$ cat src/rtl/sht40_meas_sequencer_if.sv
// Request/response bus between the SHT40 measurement sequencer (master modport)
// and i2c_master (slave modport).
interface sht40_meas_sequencer_if;
  logic        Processor_Ready;
  logic        i2c_writes;
  logic [6:0]  Peripheral_Address;
  logic [7:0]  Command_Data_Frames;
  logic        Master_Done;
  logic        CRC_Error;
  logic [15:0] Temperature_In;
  logic [15:0] Humidity_In;

  modport master (
    output Processor_Ready,
    output i2c_writes,
    output Peripheral_Address,
    output Command_Data_Frames,
    input  Master_Done,
    input  CRC_Error,
    input  Temperature_In,
    input  Humidity_In
  );

  modport slave (
    input  Processor_Ready,
    input  i2c_writes,
    input  Peripheral_Address,
    input  Command_Data_Frames,
    output Master_Done,
    output CRC_Error,
    output Temperature_In,
    output Humidity_In
  );
endinterface

$ cat src/rtl/sht40_meas_sequencer.sv
// SHT40 measurement sequencer: measure-command write, conversion wait, 6-byte read,
// CRC-driven retry, single-shot/periodic sampling. Optional macro: SHT40_SOFT_RESET_EN.
module sht40_meas_sequencer #(
  parameter logic [6:0]  SENSOR_ADDR      = 7'h44,
  parameter int unsigned MEAS_WAIT_CYCLES = 20000,
  parameter int unsigned INTERVAL_CYCLES  = 100000,
  parameter int unsigned TIMEOUT_CYCLES   = 50000,
  parameter int unsigned MAX_RETRIES      = 3
) (
  input  logic        clk,
  input  logic        Reset,
  input  logic        Start,
  input  logic        Periodic_En,
  input  logic [1:0]  Precision_Sel,
  sht40_meas_sequencer_if.master i2c,
  output logic [15:0] Temperature_Output,
  output logic [15:0] Humidity_Output,
  output logic        Sample_Valid,
  output logic        Busy,
  output logic        Error_Flag,
  output logic [1:0]  Retry_Count
);

  localparam int unsigned MAX_A = (MEAS_WAIT_CYCLES > INTERVAL_CYCLES) ? MEAS_WAIT_CYCLES
                                                                         : INTERVAL_CYCLES;
  localparam int unsigned MAX_P = (MAX_A > TIMEOUT_CYCLES) ? MAX_A : TIMEOUT_CYCLES;
  localparam int unsigned CNT_W = (MAX_P > 1) ? $clog2(MAX_P) : 1;

  // CONV length chosen so the read request rises MEAS_WAIT_CYCLES after the write Done cycle
  localparam int unsigned CONV_LAST = (MEAS_WAIT_CYCLES > 3) ? MEAS_WAIT_CYCLES - 3 : 0;
  localparam int unsigned INT_LAST  = (INTERVAL_CYCLES > 1) ? INTERVAL_CYCLES - 1 : 0;
  localparam int unsigned TMO_LAST  = (TIMEOUT_CYCLES > 1) ? TIMEOUT_CYCLES - 1 : 0;
  localparam logic [1:0]  RETRY_MAX = 2'(MAX_RETRIES);
`ifdef SHT40_SOFT_RESET_EN
  localparam int unsigned SR_CYC  = MEAS_WAIT_CYCLES / 20;
  localparam int unsigned SR_LAST = (SR_CYC > 1) ? SR_CYC - 1 : 0;
`endif

  typedef enum logic [3:0] {
    IDLE, WR_REQ, WR_WAIT, CONV, RD_REQ, RD_WAIT, CHECK, INTERVAL, SR_REQ, SR_WAIT
  } state_t;

  state_t           r_state;
  logic             r_ready;
  logic             r_writes;
  logic [7:0]       r_cmd;
  logic [CNT_W-1:0] r_cnt;
  logic [1:0]       r_retry;
  logic             r_err;
  logic             r_busy;
  logic             r_valid;
  logic             r_crc;
  logic             r_per_q;
  logic [15:0]      r_t_stage;
  logic [15:0]      r_h_stage;
  logic [15:0]      r_t_out;
  logic [15:0]      r_h_out;
`ifdef SHT40_SOFT_RESET_EN
  logic             r_sr_dly;
  logic             r_sr_err;
`endif

  logic             w_per_rise;
  logic             w_start;
  logic [CNT_W-1:0] w_cnt_inc;

  assign w_per_rise = Periodic_En & ~r_per_q;
  assign w_start    = Start | w_per_rise;
  assign w_cnt_inc  = (r_cnt == {CNT_W{1'b1}}) ? r_cnt : r_cnt + CNT_W'(1);

  function automatic logic [7:0] prec_cmd(input logic [1:0] sel);
    case (sel)
      2'd0:    prec_cmd = 8'hFD;
      2'd1:    prec_cmd = 8'hF6;
      default: prec_cmd = 8'hE0;
    endcase
  endfunction

  always_ff @(posedge clk or posedge Reset) begin
    if (Reset) begin
`ifdef SHT40_SOFT_RESET_EN
      r_state  <= SR_REQ;
      r_sr_dly <= 1'b0;
      r_sr_err <= 1'b0;
`else
      r_state  <= IDLE;
`endif
      r_ready   <= 1'b0;
      r_writes  <= 1'b1;
      r_cmd     <= 8'hFD;
      r_cnt     <= '0;
      r_retry   <= '0;
      r_err     <= 1'b0;
      r_busy    <= 1'b0;
      r_valid   <= 1'b0;
      r_crc     <= 1'b0;
      r_per_q   <= 1'b0;
      r_t_stage <= '0;
      r_h_stage <= '0;
      r_t_out   <= '0;
      r_h_out   <= '0;
    end else begin
      r_per_q <= Periodic_En;
      r_valid <= 1'b0;
      case (r_state)
        IDLE: begin
          if (w_start) begin
            r_cmd   <= prec_cmd(Precision_Sel);
            r_retry <= '0;
            r_err   <= 1'b0;
            r_busy  <= 1'b1;
            r_state <= WR_REQ;
          end
        end
        WR_REQ: begin
          r_ready  <= 1'b1;
          r_writes <= 1'b1;
          r_cnt    <= '0;
          r_state  <= WR_WAIT;
        end
        WR_WAIT: begin
          if (i2c.Master_Done) begin
            r_ready <= 1'b0;
            r_cnt   <= '0;
            r_state <= CONV;
          end else if (r_cnt >= CNT_W'(TMO_LAST)) begin
            // a timeout is scored as a failed attempt and goes through CHECK
            r_ready <= 1'b0;
            r_crc   <= 1'b1;
            r_state <= CHECK;
          end else begin
            r_cnt <= w_cnt_inc;
          end
        end
        CONV: begin
          if (r_cnt >= CNT_W'(CONV_LAST)) r_state <= RD_REQ;
          else                            r_cnt   <= w_cnt_inc;
        end
        RD_REQ: begin
          r_ready  <= 1'b1;
          r_writes <= 1'b0;
          r_cnt    <= '0;
          r_state  <= RD_WAIT;
        end
        RD_WAIT: begin
          if (i2c.Master_Done) begin
            r_ready   <= 1'b0;
            r_crc     <= i2c.CRC_Error;
            r_t_stage <= i2c.Temperature_In;
            r_h_stage <= i2c.Humidity_In;
            r_state   <= CHECK;
          end else if (r_cnt >= CNT_W'(TMO_LAST)) begin
            r_ready <= 1'b0;
            r_crc   <= 1'b1;
            r_state <= CHECK;
          end else begin
            r_cnt <= w_cnt_inc;
          end
        end
        CHECK: begin
          if (!r_crc) begin
            r_t_out <= r_t_stage;
            r_h_out <= r_h_stage;
            r_valid <= 1'b1;
            r_cnt   <= '0;
            r_busy  <= 1'b0;
            r_state <= Periodic_En ? INTERVAL : IDLE;
          end else if (r_retry < RETRY_MAX) begin
            r_retry <= r_retry + 2'd1;
            r_crc   <= 1'b0;
            r_state <= WR_REQ;
          end else begin
            r_crc   <= 1'b0;
`ifdef SHT40_SOFT_RESET_EN
            r_sr_err <= 1'b1;
            r_state  <= SR_REQ;
`else
            r_err   <= 1'b1;
            r_busy  <= 1'b0;
            r_state <= IDLE;
`endif
          end
        end
        INTERVAL: begin
          if (!Periodic_En) begin
            r_state <= IDLE;
          end else if (Start || r_cnt >= CNT_W'(INT_LAST)) begin
            r_cmd   <= prec_cmd(Precision_Sel);
            r_retry <= '0;
            r_busy  <= 1'b1;
            r_state <= WR_REQ;
          end else begin
            r_cnt <= w_cnt_inc;
          end
        end
`ifdef SHT40_SOFT_RESET_EN
        SR_REQ: begin
          r_ready  <= 1'b1;
          r_writes <= 1'b1;
          r_cmd    <= 8'h94;
          r_cnt    <= '0;
          r_busy   <= 1'b1;
          r_sr_dly <= 1'b0;
          r_state  <= SR_WAIT;
        end
        SR_WAIT: begin
          // first wait for the write to finish, then hold off for the sensor reset time
          if (!r_sr_dly) begin
            if (i2c.Master_Done || r_cnt >= CNT_W'(TMO_LAST)) begin
              r_ready  <= 1'b0;
              r_cnt    <= '0;
              r_sr_dly <= 1'b1;
            end else begin
              r_cnt <= w_cnt_inc;
            end
          end else if (r_cnt >= CNT_W'(SR_LAST)) begin
            r_err    <= r_sr_err;
            r_sr_err <= 1'b0;
            r_sr_dly <= 1'b0;
            r_busy   <= 1'b0;
            r_state  <= IDLE;
          end else begin
            r_cnt <= w_cnt_inc;
          end
        end
`endif
        default: begin
          r_ready <= 1'b0;
          r_busy  <= 1'b0;
          r_state <= IDLE;
        end
      endcase
    end
  end

  assign i2c.Processor_Ready     = r_ready;
  assign i2c.i2c_writes          = r_writes;
  assign i2c.Peripheral_Address  = SENSOR_ADDR;
  assign i2c.Command_Data_Frames = r_cmd;

  assign Temperature_Output = r_t_out;
  assign Humidity_Output    = r_h_out;
  assign Sample_Valid       = r_valid;
  assign Busy               = r_busy;
  assign Error_Flag         = r_err;
  assign Retry_Count        = r_retry;

endmodule
$ cat src/flat_wrapper.sv
// flat-port wrapper written by rule: the top's interface ports become plain ports
module sht40_meas_sequencer_flat 
#(
  parameter logic [6:0]  SENSOR_ADDR      = 7'h44,
  parameter int unsigned MEAS_WAIT_CYCLES = 20000,
  parameter int unsigned INTERVAL_CYCLES  = 100000,
  parameter int unsigned TIMEOUT_CYCLES   = 50000,
  parameter int unsigned MAX_RETRIES      = 3
)
  (clk, Reset, Start, Periodic_En, Precision_Sel, Temperature_Output, Humidity_Output, Sample_Valid, Busy, Error_Flag, Retry_Count, i2c_Processor_Ready, i2c_i2c_writes, i2c_Peripheral_Address, i2c_Command_Data_Frames, i2c_Master_Done, i2c_CRC_Error, i2c_Temperature_In, i2c_Humidity_In);
  sht40_meas_sequencer_if i2c_i ();
  input  logic clk;
  input  logic Reset;
  input  logic Start;
  input  logic Periodic_En;
  input  logic [1:0] Precision_Sel;
  output logic [15:0] Temperature_Output;
  output logic [15:0] Humidity_Output;
  output logic Sample_Valid;
  output logic Busy;
  output logic Error_Flag;
  output logic [1:0] Retry_Count;
  output wire logic [$bits(i2c_i.Processor_Ready)-1:0] i2c_Processor_Ready;
  output wire logic [$bits(i2c_i.i2c_writes)-1:0] i2c_i2c_writes;
  output wire logic [$bits(i2c_i.Peripheral_Address)-1:0] i2c_Peripheral_Address;
  output wire logic [$bits(i2c_i.Command_Data_Frames)-1:0] i2c_Command_Data_Frames;
  input wire logic [$bits(i2c_i.Master_Done)-1:0] i2c_Master_Done;
  input wire logic [$bits(i2c_i.CRC_Error)-1:0] i2c_CRC_Error;
  input wire logic [$bits(i2c_i.Temperature_In)-1:0] i2c_Temperature_In;
  input wire logic [$bits(i2c_i.Humidity_In)-1:0] i2c_Humidity_In;
  assign i2c_Processor_Ready = i2c_i.Processor_Ready;
  assign i2c_i2c_writes = i2c_i.i2c_writes;
  assign i2c_Peripheral_Address = i2c_i.Peripheral_Address;
  assign i2c_Command_Data_Frames = i2c_i.Command_Data_Frames;
  assign i2c_i.Master_Done = i2c_Master_Done;
  assign i2c_i.CRC_Error = i2c_CRC_Error;
  assign i2c_i.Temperature_In = i2c_Temperature_In;
  assign i2c_i.Humidity_In = i2c_Humidity_In;
  sht40_meas_sequencer #(.SENSOR_ADDR(SENSOR_ADDR), .MEAS_WAIT_CYCLES(MEAS_WAIT_CYCLES), .INTERVAL_CYCLES(INTERVAL_CYCLES), .TIMEOUT_CYCLES(TIMEOUT_CYCLES), .MAX_RETRIES(MAX_RETRIES)) u_core (.clk(clk), .Reset(Reset), .Start(Start), .Periodic_En(Periodic_En), .Precision_Sel(Precision_Sel), .i2c(i2c_i), .Temperature_Output(Temperature_Output), .Humidity_Output(Humidity_Output), .Sample_Valid(Sample_Valid), .Busy(Busy), .Error_Flag(Error_Flag), .Retry_Count(Retry_Count));
endmodule
$ cat config.mk
export PLATFORM = sky130hd
export DESIGN_NAME = sht40_meas_sequencer_flat
export DESIGN_NICKNAME = d
export VERILOG_FILES = /design/src/rtl/sht40_meas_sequencer_if.sv /design/src/rtl/sht40_meas_sequencer.sv /design/src/flat_wrapper.sv
export SDC_FILE = /design/constraint.sdc
export NUM_CORES = 1
export LEC_CHECK = 0
export ABC_CLOCK_PERIOD_IN_PS = 8400
export CAP_MARGIN = 30
export CORE_MARGIN = 10
export CORE_UTILIZATION = 55
export DETAILED_ROUTE_END_ITERATION = 10
export PLACE_DENSITY_LB_ADDON = 0.3
export SLEW_MARGIN = 10
export SYNTH_ARGS = -nofsm -noshare
export SYNTH_HDL_FRONTEND = slang
export SYNTH_SLANG_ARGS = --single-unit
$ cat constraint.sdc
create_clock -name clk -period 8.4 [get_ports clk]
set_clock_uncertainty 0.1 [all_clocks]
set_input_delay 1.26 -clock clk [delete_from_list [all_inputs] [get_ports clk]]
set_output_delay 1.26 -clock clk [all_outputs]
set_load 0.1 [all_outputs]
Word level (Yosys, flattened, before mapping)
Index checks and enable logic that the tools add are counted.
- word-level logic and storage cells: 125
- input bits: 40
- bits in registers: 102
- output and inout port bits: 54
- muxes and demuxes: 51
- add/sub/neg operators: 2
- reductions and logical operators: 23
- bitwise logic cells: 6
- magnitude comparators: 4
- equality and inequality tests: 24
- operators with widths (cell ; count):
    17-bit 2-to-1 mux ; 8
    17-bit one-hot mux with 6 select lines ; 1
    4-bit 2-to-1 mux ; 8
    4-bit one-hot mux with 8 select lines ; 1
    8-bit 2-to-1 mux ; 3
    17-bit by 1-bit adder with 17-bit output (second input constant) ; 1
    17-bit equality test (second input constant) ; 1
    17-bit by 15-bit >= comparator with 1-bit output (second input constant) ; 1
    17-bit by 16-bit >= comparator with 1-bit output (second input constant) ; 1
    17-bit >= comparator (second input constant) ; 1
    4-bit by 3-bit equality test with 1-bit output (second input constant) ; 4
    1-bit 2-to-1 mux ; 16
    8-bit one-hot mux with 2 select lines ; 1
    2-bit != test (second input constant) ; 7
    6-bit AND reduction ; 2
    2-bit 2-to-1 mux ; 5
    2-bit by 1-bit != test with 1-bit output (second input constant) ; 5
    5-bit one-hot mux with 2 select lines ; 1
    4-bit by 2-bit equality test with 1-bit output (second input constant) ; 2
    2-bit AND reduction ; 4
    4-bit AND reduction ; 2
    1-bit one-hot mux with 3 select lines ; 2
    2-bit one-hot mux with 3 select lines ; 1
    2-bit nonzero test ; 3
    23 further kinds ; 29

Depth between registers and ports, before layout
Gate-level depths: netlist (run 1).
- word-level depth: 5
- mapped depth: 10
- depth with buffers taken out: 9

Worst setup path after synthesis (run 1)
No wires, ideal clock.
- path kind: input to register
- start point: input Periodic_En
- end point: register u_core.r_cnt[10]
- path buffers: 1
- slack: 5.468 ns
- setup time: 0.078 ns
- data arrival time: 2.754 ns
- cell stages on the path: 7
- data required time: 8.222 ns
- cells stage by stage: clkbuf_1 a21oi_1 a311oi_1 o311ai_1 a21o_1 or3_1 a21oi_1
- word-level cells in the longest chain between the ends: 2
- RTL lines (what ; RTL line ; source):
    start, declared ; flat_wrapper.sv:15 ; input logic Periodic_En;
    2-bit != test (no source line) ; - ;
    6-bit AND reduction (no source line) ; - ;
    end signal, assigned ; sht40_meas_sequencer.sv:132 ; r_cnt <= w_cnt_inc;
    end signal, assigned ; sht40_meas_sequencer.sv:137 ; else r_cnt <= w_cnt_inc;
    end signal, assigned ; sht40_meas_sequencer.sv:157 ; r_cnt <= w_cnt_inc;
    end, declared ; sht40_meas_sequencer.sv:47 ; logic [CNT_W-1:0] r_cnt;
Every way passes these cells.
A chain may end at the register's enable or synchronous reset.

Final worst setup path (run 1)
- start point: register u_core.r_writes, in the netlist u_core.i2c.i2c_writes
- end point: output i2c_i2c_writes
- RTL lines (what ; RTL line ; source):
    start, declared ; sht40_meas_sequencer.sv:45 ; logic r_writes;
    start signal, assigned ; sht40_meas_sequencer.sv:89 ; r_writes <= 1'b1;
    start signal, assigned ; sht40_meas_sequencer.sv:117 ; r_writes <= 1'b1;
    start signal, assigned ; sht40_meas_sequencer.sv:141 ; r_writes <= 1'b0;
    end, declared ; flat_wrapper.sv:24 ; output wire logic [$bits(i2c_i.i2c_writes)-1:0] i2c_i2c_writes;
No word-level cell between the ends.

==> results of run 1 <==
state kept, by name, indices dropped and copies added (netlist names):
register / count
u_core.r_state: 4
u_core.Error_Flag: 1
u_core.Temperature_Output: 16
u_core.i2c.i2c_writes: 1
u_core.Busy: 1
u_core.r_cnt: 17
u_core.r_h_stage: 16
u_core.r_t_stage: 16
u_core.i2c.Processor_Ready: 1
u_core.r_per_q: 1
u_core.Retry_Count: 2
u_core.Sample_Valid: 1
u_core.i2c.Command_Data_Frames: 3
u_core.r_crc: 1
u_core.Humidity_Output: 16
area by class of cell:
class | instances | area share
multi-input combinational | 307 | 0.362
timing repair buffer | 89 | 0.156
clock buffer | 9 | 0.0212
sequential | 97 | 0.416
inverter | 10 | 0.00686
tap | 105 | 0.0225
clock inverter | 7 | 0.0159
worst reg2reg max path: cells and delay by family, from the launching register on:
family | cells | cell delay [ns]
buffers and inverters | 1 | 0.22
AOI/OAI and AO/OA | 5 | 1.02
DFF | 1 | 0.51
and+or+nand+nor | 2 | 0.92
power by group through the flow:
stage	registers, W	clock network, W	logic, W
detailed placement	0.000527	0	0.000214
global route	0.000522	0.000352	0.000229
finish	0.000518	0.000325	0.000213
floorplan	0.000560	0	0.000126
global placement	0.000525	0	0.000209
CTS	0.000517	0.000332	0.000215
cell usage in the layout (no fill, tap or decap), types with 6 or more instances in the layout:
cell type        count
o21ai_0             13
clkdlybuf4s50_1     83
o211ai_1             6
nor3_1              12
nand3_1             10
o21ai_1              6
conb_1              11
nor2_1              24
inv_1                9
a21oi_1             28
dfrtp_1             94
nand2_1             36
a31oi_1             11
clkbuf_8             9
mux2_2              65
through the flow:
step	utilization	cell area, um2	hold slack (ns)	worst slack [ns]	instances
global placement	0.672	5580	0.364	4.76	606
finish	0.704	5840	0.391	4.97	624
CTS	0.700	5810	0.397	4.95	623
global route	0.704	5840	0.425	4.83	624
detailed placement	0.674	5600	0.380	4.66	607
floorplan	-	4760	0.374	4.51	449
how the worst max path moves through the flow:
stage	slack, ns	from	cells after the start	end
final	4.97	u_core.i2c.i2c_writes	1	i2c_i2c_writes
after global routing	4.83	Periodic_En	8	u_core.r_cnt[10]
after CTS	4.95	u_core.i2c.i2c_writes	1	i2c_i2c_writes
after detailed placement	4.66	Periodic_En	8	u_core.r_cnt[6]
after global placement	4.76	Periodic_En	8	u_core.r_cnt[6]
after floorplan	4.51	Reset	1	u_core.Busy
per-layer routing:
layer / routed length, um / vias up
met4: 152 / 0
met3: 1180 / 13
met5: 0 / -
li1: - / 1740
met2: 5410 / 152
met1: 4560 / 1771
cell families (layout without fill, tap and decap cells):
| family | after synthesis | in the layout | share of synthesized area |
|---|---|---|---|
| DFF | 97 | 97 | 0.515 |
| and+or+nand+nor | 125 | 125 | 0.130 |
| adders and majority gates | 3 | 3 | 0.00795 |
| buffers and inverters | 45 | 115 | 0.0472 |
| muxes | 66 | 66 | 0.157 |
| AOI/OAI and AO/OA | 102 | 102 | 0.141 |
| other | 2 | 11 | 0.00159 |
==> out/metrics.cfg, run 1 <==
[outcome]
status=complete, no violations

[global_routing]
grt_pass1_vias=3849
antenna_found_initial=0
gr-total-overflow=0
met3_usage=0.0729
grt.total_usage=0.179
use_met2=0.290
grt_use_met1=0.215
grt_pass1_wl_mm=19.1
grt.busiest_layer=met2
grt_max_degree=46

[critical_path]
path_delay_family=buffers and inverters
reg2reg_to=u_core.r_cnt[10]
end_kind=primary output
max_stage_delay_ns=1.15
r2r_slack_ns=5.53
reg2reg_depth=8
critPathSlowestCell=clkdlybuf4s50_1
crit_required_ns=7.04
r2r-start=u_core.r_cnt[12]
path_cells=clkdlybuf4s50_1
worst-path-buf-inv=1
crit_arrival_ns=2.07
critPathMaxFanout=3
worstSetupStartpointType=register
worstSetupPathType=register to primary output

[cts]
clk_latency_ns=0.37
cts_hold_buffers=0
cts_buffer_depth=2
cts_tree=built
cts_root_buf=clkbuf_8
cts_resized=0
clkSinkCount=97
cts_buffers=9
post_cts_buffers=0
htree_levels=3
clk_pin_slew_ns=0.10

[logic_synthesis]
syn_inst=440
yosys_most_used_dff=dfrtp_1
synth-seq-area-share=0.515
synth_area_per_cell_um2=10.7
synth-async-reset-ratio=1.00
synth_seq_cells=97
yosys_warnings=0
synth_most_common_cell=dfrtp_1
ys_top_cells_by_count=dfrtp_1, mux2_2, nand2_1
synth_top_area_frac=0.498
syn_area_um2=4720
synth_area_leaders=dfrtp_1, mux2_2, a21oi_1
synth_cell_types=57
synth_edf_count=0
synth_top_cell_by_area=dfrtp_1

[pwr]
p_sw_w=0.000355
power_frac_seq=0.490
power_density_nw_per_um2=181
cellInternalPower_w=0.000702
p_sw_frac=0.336
p_clk_frac=0.308
ir_drop_uv=157
pwr-share-comb=0.202
p_total_w=0.00106
p_leak_nw=2.65

[die]
rows=33
die_w_um=113
boundaryPins=94
die_area_um2=12700
core_um2=8300
start_util=0.569
die_h_um=113

[routing]
routed_wl_mm=11.3
vias=3676
drt_iter0_markers=185
routedWlPerCell_um=18.1
routed_via_density=5.89
first_pass_iters=5
ant_nets=0
route.detailed.drc=0

[worst_hold_path]
hold-path-endpoint=u_core.i2c.Command_Data_Frames[3]
holdPathStages=2
min_from=u_core.i2c.Command_Data_Frames[3]
hold_path.class=register to register

[sta]
rsz0062_at_grt=false
slew_violations=0
final.setup.tns_ns=0
finalCritPeriodShare=0.408
fmax_mhz=292
relSlewSlack=0.316
worst_pin_slew_ns=1.02
period_minus_slack_ns=3.43
finalHoldViolations=0
setup_viol=0

[finish]
areaGrowthSynthToFinish_pct=23.7
num_antenna_cells=0
fin_nets=557
final-seq-area_um2=2430
nFillCells=615
drive_above_1_share=0.195
multi_input_area_um2=2110

[place]
portBuffers=83
place_congestion=0.931
dp_hpwl_mm=8.22

[run]
max_cap_violations=0

Power figures use the tool's default switching activity.
==> inputs of run 2 (changes only) <==
--- a/config.mk
+++ b/config.mk
@@ -5,10 +5,10 @@
 export SDC_FILE = /design/constraint.sdc
 export NUM_CORES = 1
 export LEC_CHECK = 0
-export ABC_CLOCK_PERIOD_IN_PS = 8400
+export ABC_CLOCK_PERIOD_IN_PS = 3100
 export CAP_MARGIN = 30
 export CORE_MARGIN = 10
-export CORE_UTILIZATION = 55
+export CORE_UTILIZATION = 47
 export DETAILED_ROUTE_END_ITERATION = 10
 export PLACE_DENSITY_LB_ADDON = 0.3
 export SLEW_MARGIN = 10
==> constraint.sdc (replaced) <==
create_clock -name clk -period 3.1 [get_ports clk]
set_clock_uncertainty 0.1 [all_clocks]
set_input_delay 0.465 -clock clk [delete_from_list [all_inputs] [get_ports clk]]
set_output_delay 0.465 -clock clk [all_outputs]
set_load 0.1 [all_outputs]
==> out/metrics.cfg, run 2 (synthesis results as in run 1) <==
[finish]
final_common_cell=dfrtp_1
fin_nets=563  ; +1.1%
num_antenna_cells=0  ; unchanged
areaGrowthSynthToFinish_pct=22.2
multi_input_area_um2=2110  ; -0.36%
final-seq-area_um2=2430  ; unchanged
final_cell_mix=dfrtp_1, mux2_2, buf_4
regMostFlops=u_core.r_cnt
largest_reg_flops=17  ; unchanged
nFillCells=832  ; +35%
instances_no_fill=657  ; +5.3%
drive_above_1_share=0.282  ; +0.0878

[critical_path]
worst-path-buf-inv=0  ; -1
worstSetupPathType=register to register
end_kind=register
path_cells=or4_1, or2_2, a21oi_1, or2_2, nor3_1, nand2_1, mux2_2
max_stage_delay_ns=0.69  ; -0.46 ns
crit_required_ns=3.27  ; -3.77 ns
crit_path_start=u_core.r_state[2]
r2r_slack_ns=0.29  ; -5.24 ns
reg2reg_depth=7  ; -1
critPathSlowestCell=or4_1
r2r-start=u_core.r_state[2]
crit_top_cell=or2_2
cp-endpoint=u_core.Retry_Count[0]
cp.depth=7  ; +6
path_delay_family=simple AND/OR/NAND/NOR gates
crit_arrival_ns=2.97  ; +0.90 ns
critPathMaxFanout=23  ; +20
reg2reg_to=u_core.Retry_Count[0]
worstSetupStartpointType=register

[cts]
cts_tree=built
cts_hold_buffers=0  ; unchanged
clkSinkCount=97  ; unchanged
post_cts_buffers=0  ; unchanged
cts_buffer_depth=2  ; unchanged
cts_buffers=9  ; unchanged
cts_resized=0  ; unchanged
htree_levels=3  ; unchanged
clk_latency_ns=0.37  ; about the same
cts_root_buf=clkbuf_8
clk_pin_slew_ns=0.10  ; about the same

[global_routing]
grt.total_usage=0.166  ; -0.0130
grt_max_degree=39  ; -15%
grt_pass1_vias=4014  ; +4.3%
antenna_found_initial=0  ; unchanged
gr-total-overflow=0  ; unchanged
grt_pass1_wl_mm=19.7  ; +3.0%

[run]
max_cap_violations=0  ; unchanged

[routing]
routed_via_density=5.63  ; -4.5%
routed_wl_mm=11.7  ; +3.6%
route.detailed.drc=0  ; unchanged
vias=3696  ; +0.54%
first_pass_iters=4  ; -1
routedWlPerCell_um=17.8  ; -1.6%
ant_nets=0  ; unchanged
drt_iter0_markers=210  ; +14%

[sta]
relSlewSlack=0.561  ; +0.245
finalHoldViolations=0  ; unchanged
finalCritPeriodShare=0.905
slew_violations=0  ; unchanged
fmax_mhz=356
hold_ws_ns=0.357  ; -0.0340 ns
final.setup.tns_ns=0  ; unchanged
worst_pin_slew_ns=0.658  ; -0.365 ns
rsz0062_at_grt=false
setup_viol=0  ; unchanged
period_minus_slack_ns=2.81

[worst_hold_path]
hold_path.class=input port to async pin

[pwr]
ir_drop_uv=310  ; +97%
power_density_nw_per_um2=488  ; +170%
p_leak_nw=2.75  ; +3.8%
p_total_w=0.00282  ; +170%

[place]
place_congestion=0.915  ; -1.7%
portBuffers=83  ; unchanged
dp_hpwl_mm=8.45  ; +2.8%
dp.cells=642  ; +5.8%

[die]
die_h_um=120  ; +6.7%
rows=36  ; +9.1%
start_util=0.483  ; -0.0859
boundaryPins=94  ; unchanged
core_um2=9770  ; +18%
die_area_um2=14500  ; +14%
die_w_um=120  ; +6.7%

[outcome]
status=complete, no violations

==> run 2: stage by stage <==
stage	util	setup WS, ns	cell area (um2)
6_report	0.591	0.294	5770
5_1_grt	0.591	0.128	5770
4_1_cts	0.591	0.296	5770
3_5_place_dp	0.571	0.272	5580
3_3_place_gp	0.571	0.295	5580
2_1_floorplan	-	0.00624	4760
==> run 2: area by class of cell <==
| cell class | count | share of cell area |
|---|---|---|
| clock inverters | 4 | 0.00910 |
| repair buffers | 95 | 0.145 |
| clock buffers | 11 | 0.0245 |
| inverters | 10 | 0.00694 |
| well taps | 133 | 0.0288 |
| flip-flops and latches | 97 | 0.421 |
| multi-input cells | 307 | 0.365 |
==> run 2: power by group <==
group	internal, W	leakage [nW]	total (W)	switching (W)
Sequential	0.00133	1.33	0.00139	0.0000651
Combinational	0.000174	1.32	0.000584	0.000409
Clock	0.000395	0.0998	0.000844	0.000449
==> run 2: worst min path at each step <==
| stage | endpoint | slack [ns] | cells after the start |
|---|---|---|---|
| finish | u_core.r_cnt[4] | 0.36 | 2 |
| detailed placement | u_core.i2c.Command_Data_Frames[1] | 0.38 | 2 |
| global route | u_core.r_cnt[4] | 0.39 | 2 |
| floorplan | u_core.Temperature_Output[5] | 0.37 | 1 |
| global placement | u_core.i2c.Command_Data_Frames[3] | 0.37 | 2 |
| CTS | u_core.r_cnt[4] | 0.37 | 2 |
==> run 2: per-layer routing <==
| metal | global-route usage | up-vias | part of all wire | wire length (um) |
|---|---|---|---|---|
| li1 | - | 1737 | - | - |
| met4 | 0.0837 | 0 | 0.021 | 250 |
| met2 | 0.275 | 125 | 0.49 | 5700 |
| met1 | 0.186 | 1812 | 0.40 | 4670 |
| met3 | 0.0600 | 22 | 0.093 | 1090 |
| met5 | 0 | - | 0 | 0 |
==> inputs of run 3 (changes only) <==
--- a/config.mk
+++ b/config.mk
@@ -9,6 +9,7 @@
 export CAP_MARGIN = 30
 export CORE_MARGIN = 10
 export CORE_UTILIZATION = 47
+export CTS_CLUSTER_SIZE = 12
 export DETAILED_ROUTE_END_ITERATION = 10
 export PLACE_DENSITY_LB_ADDON = 0.3
 export SLEW_MARGIN = 10
==> results of run 3 <==
No change in the layout: final DEF, timing and power equal those of run 2.
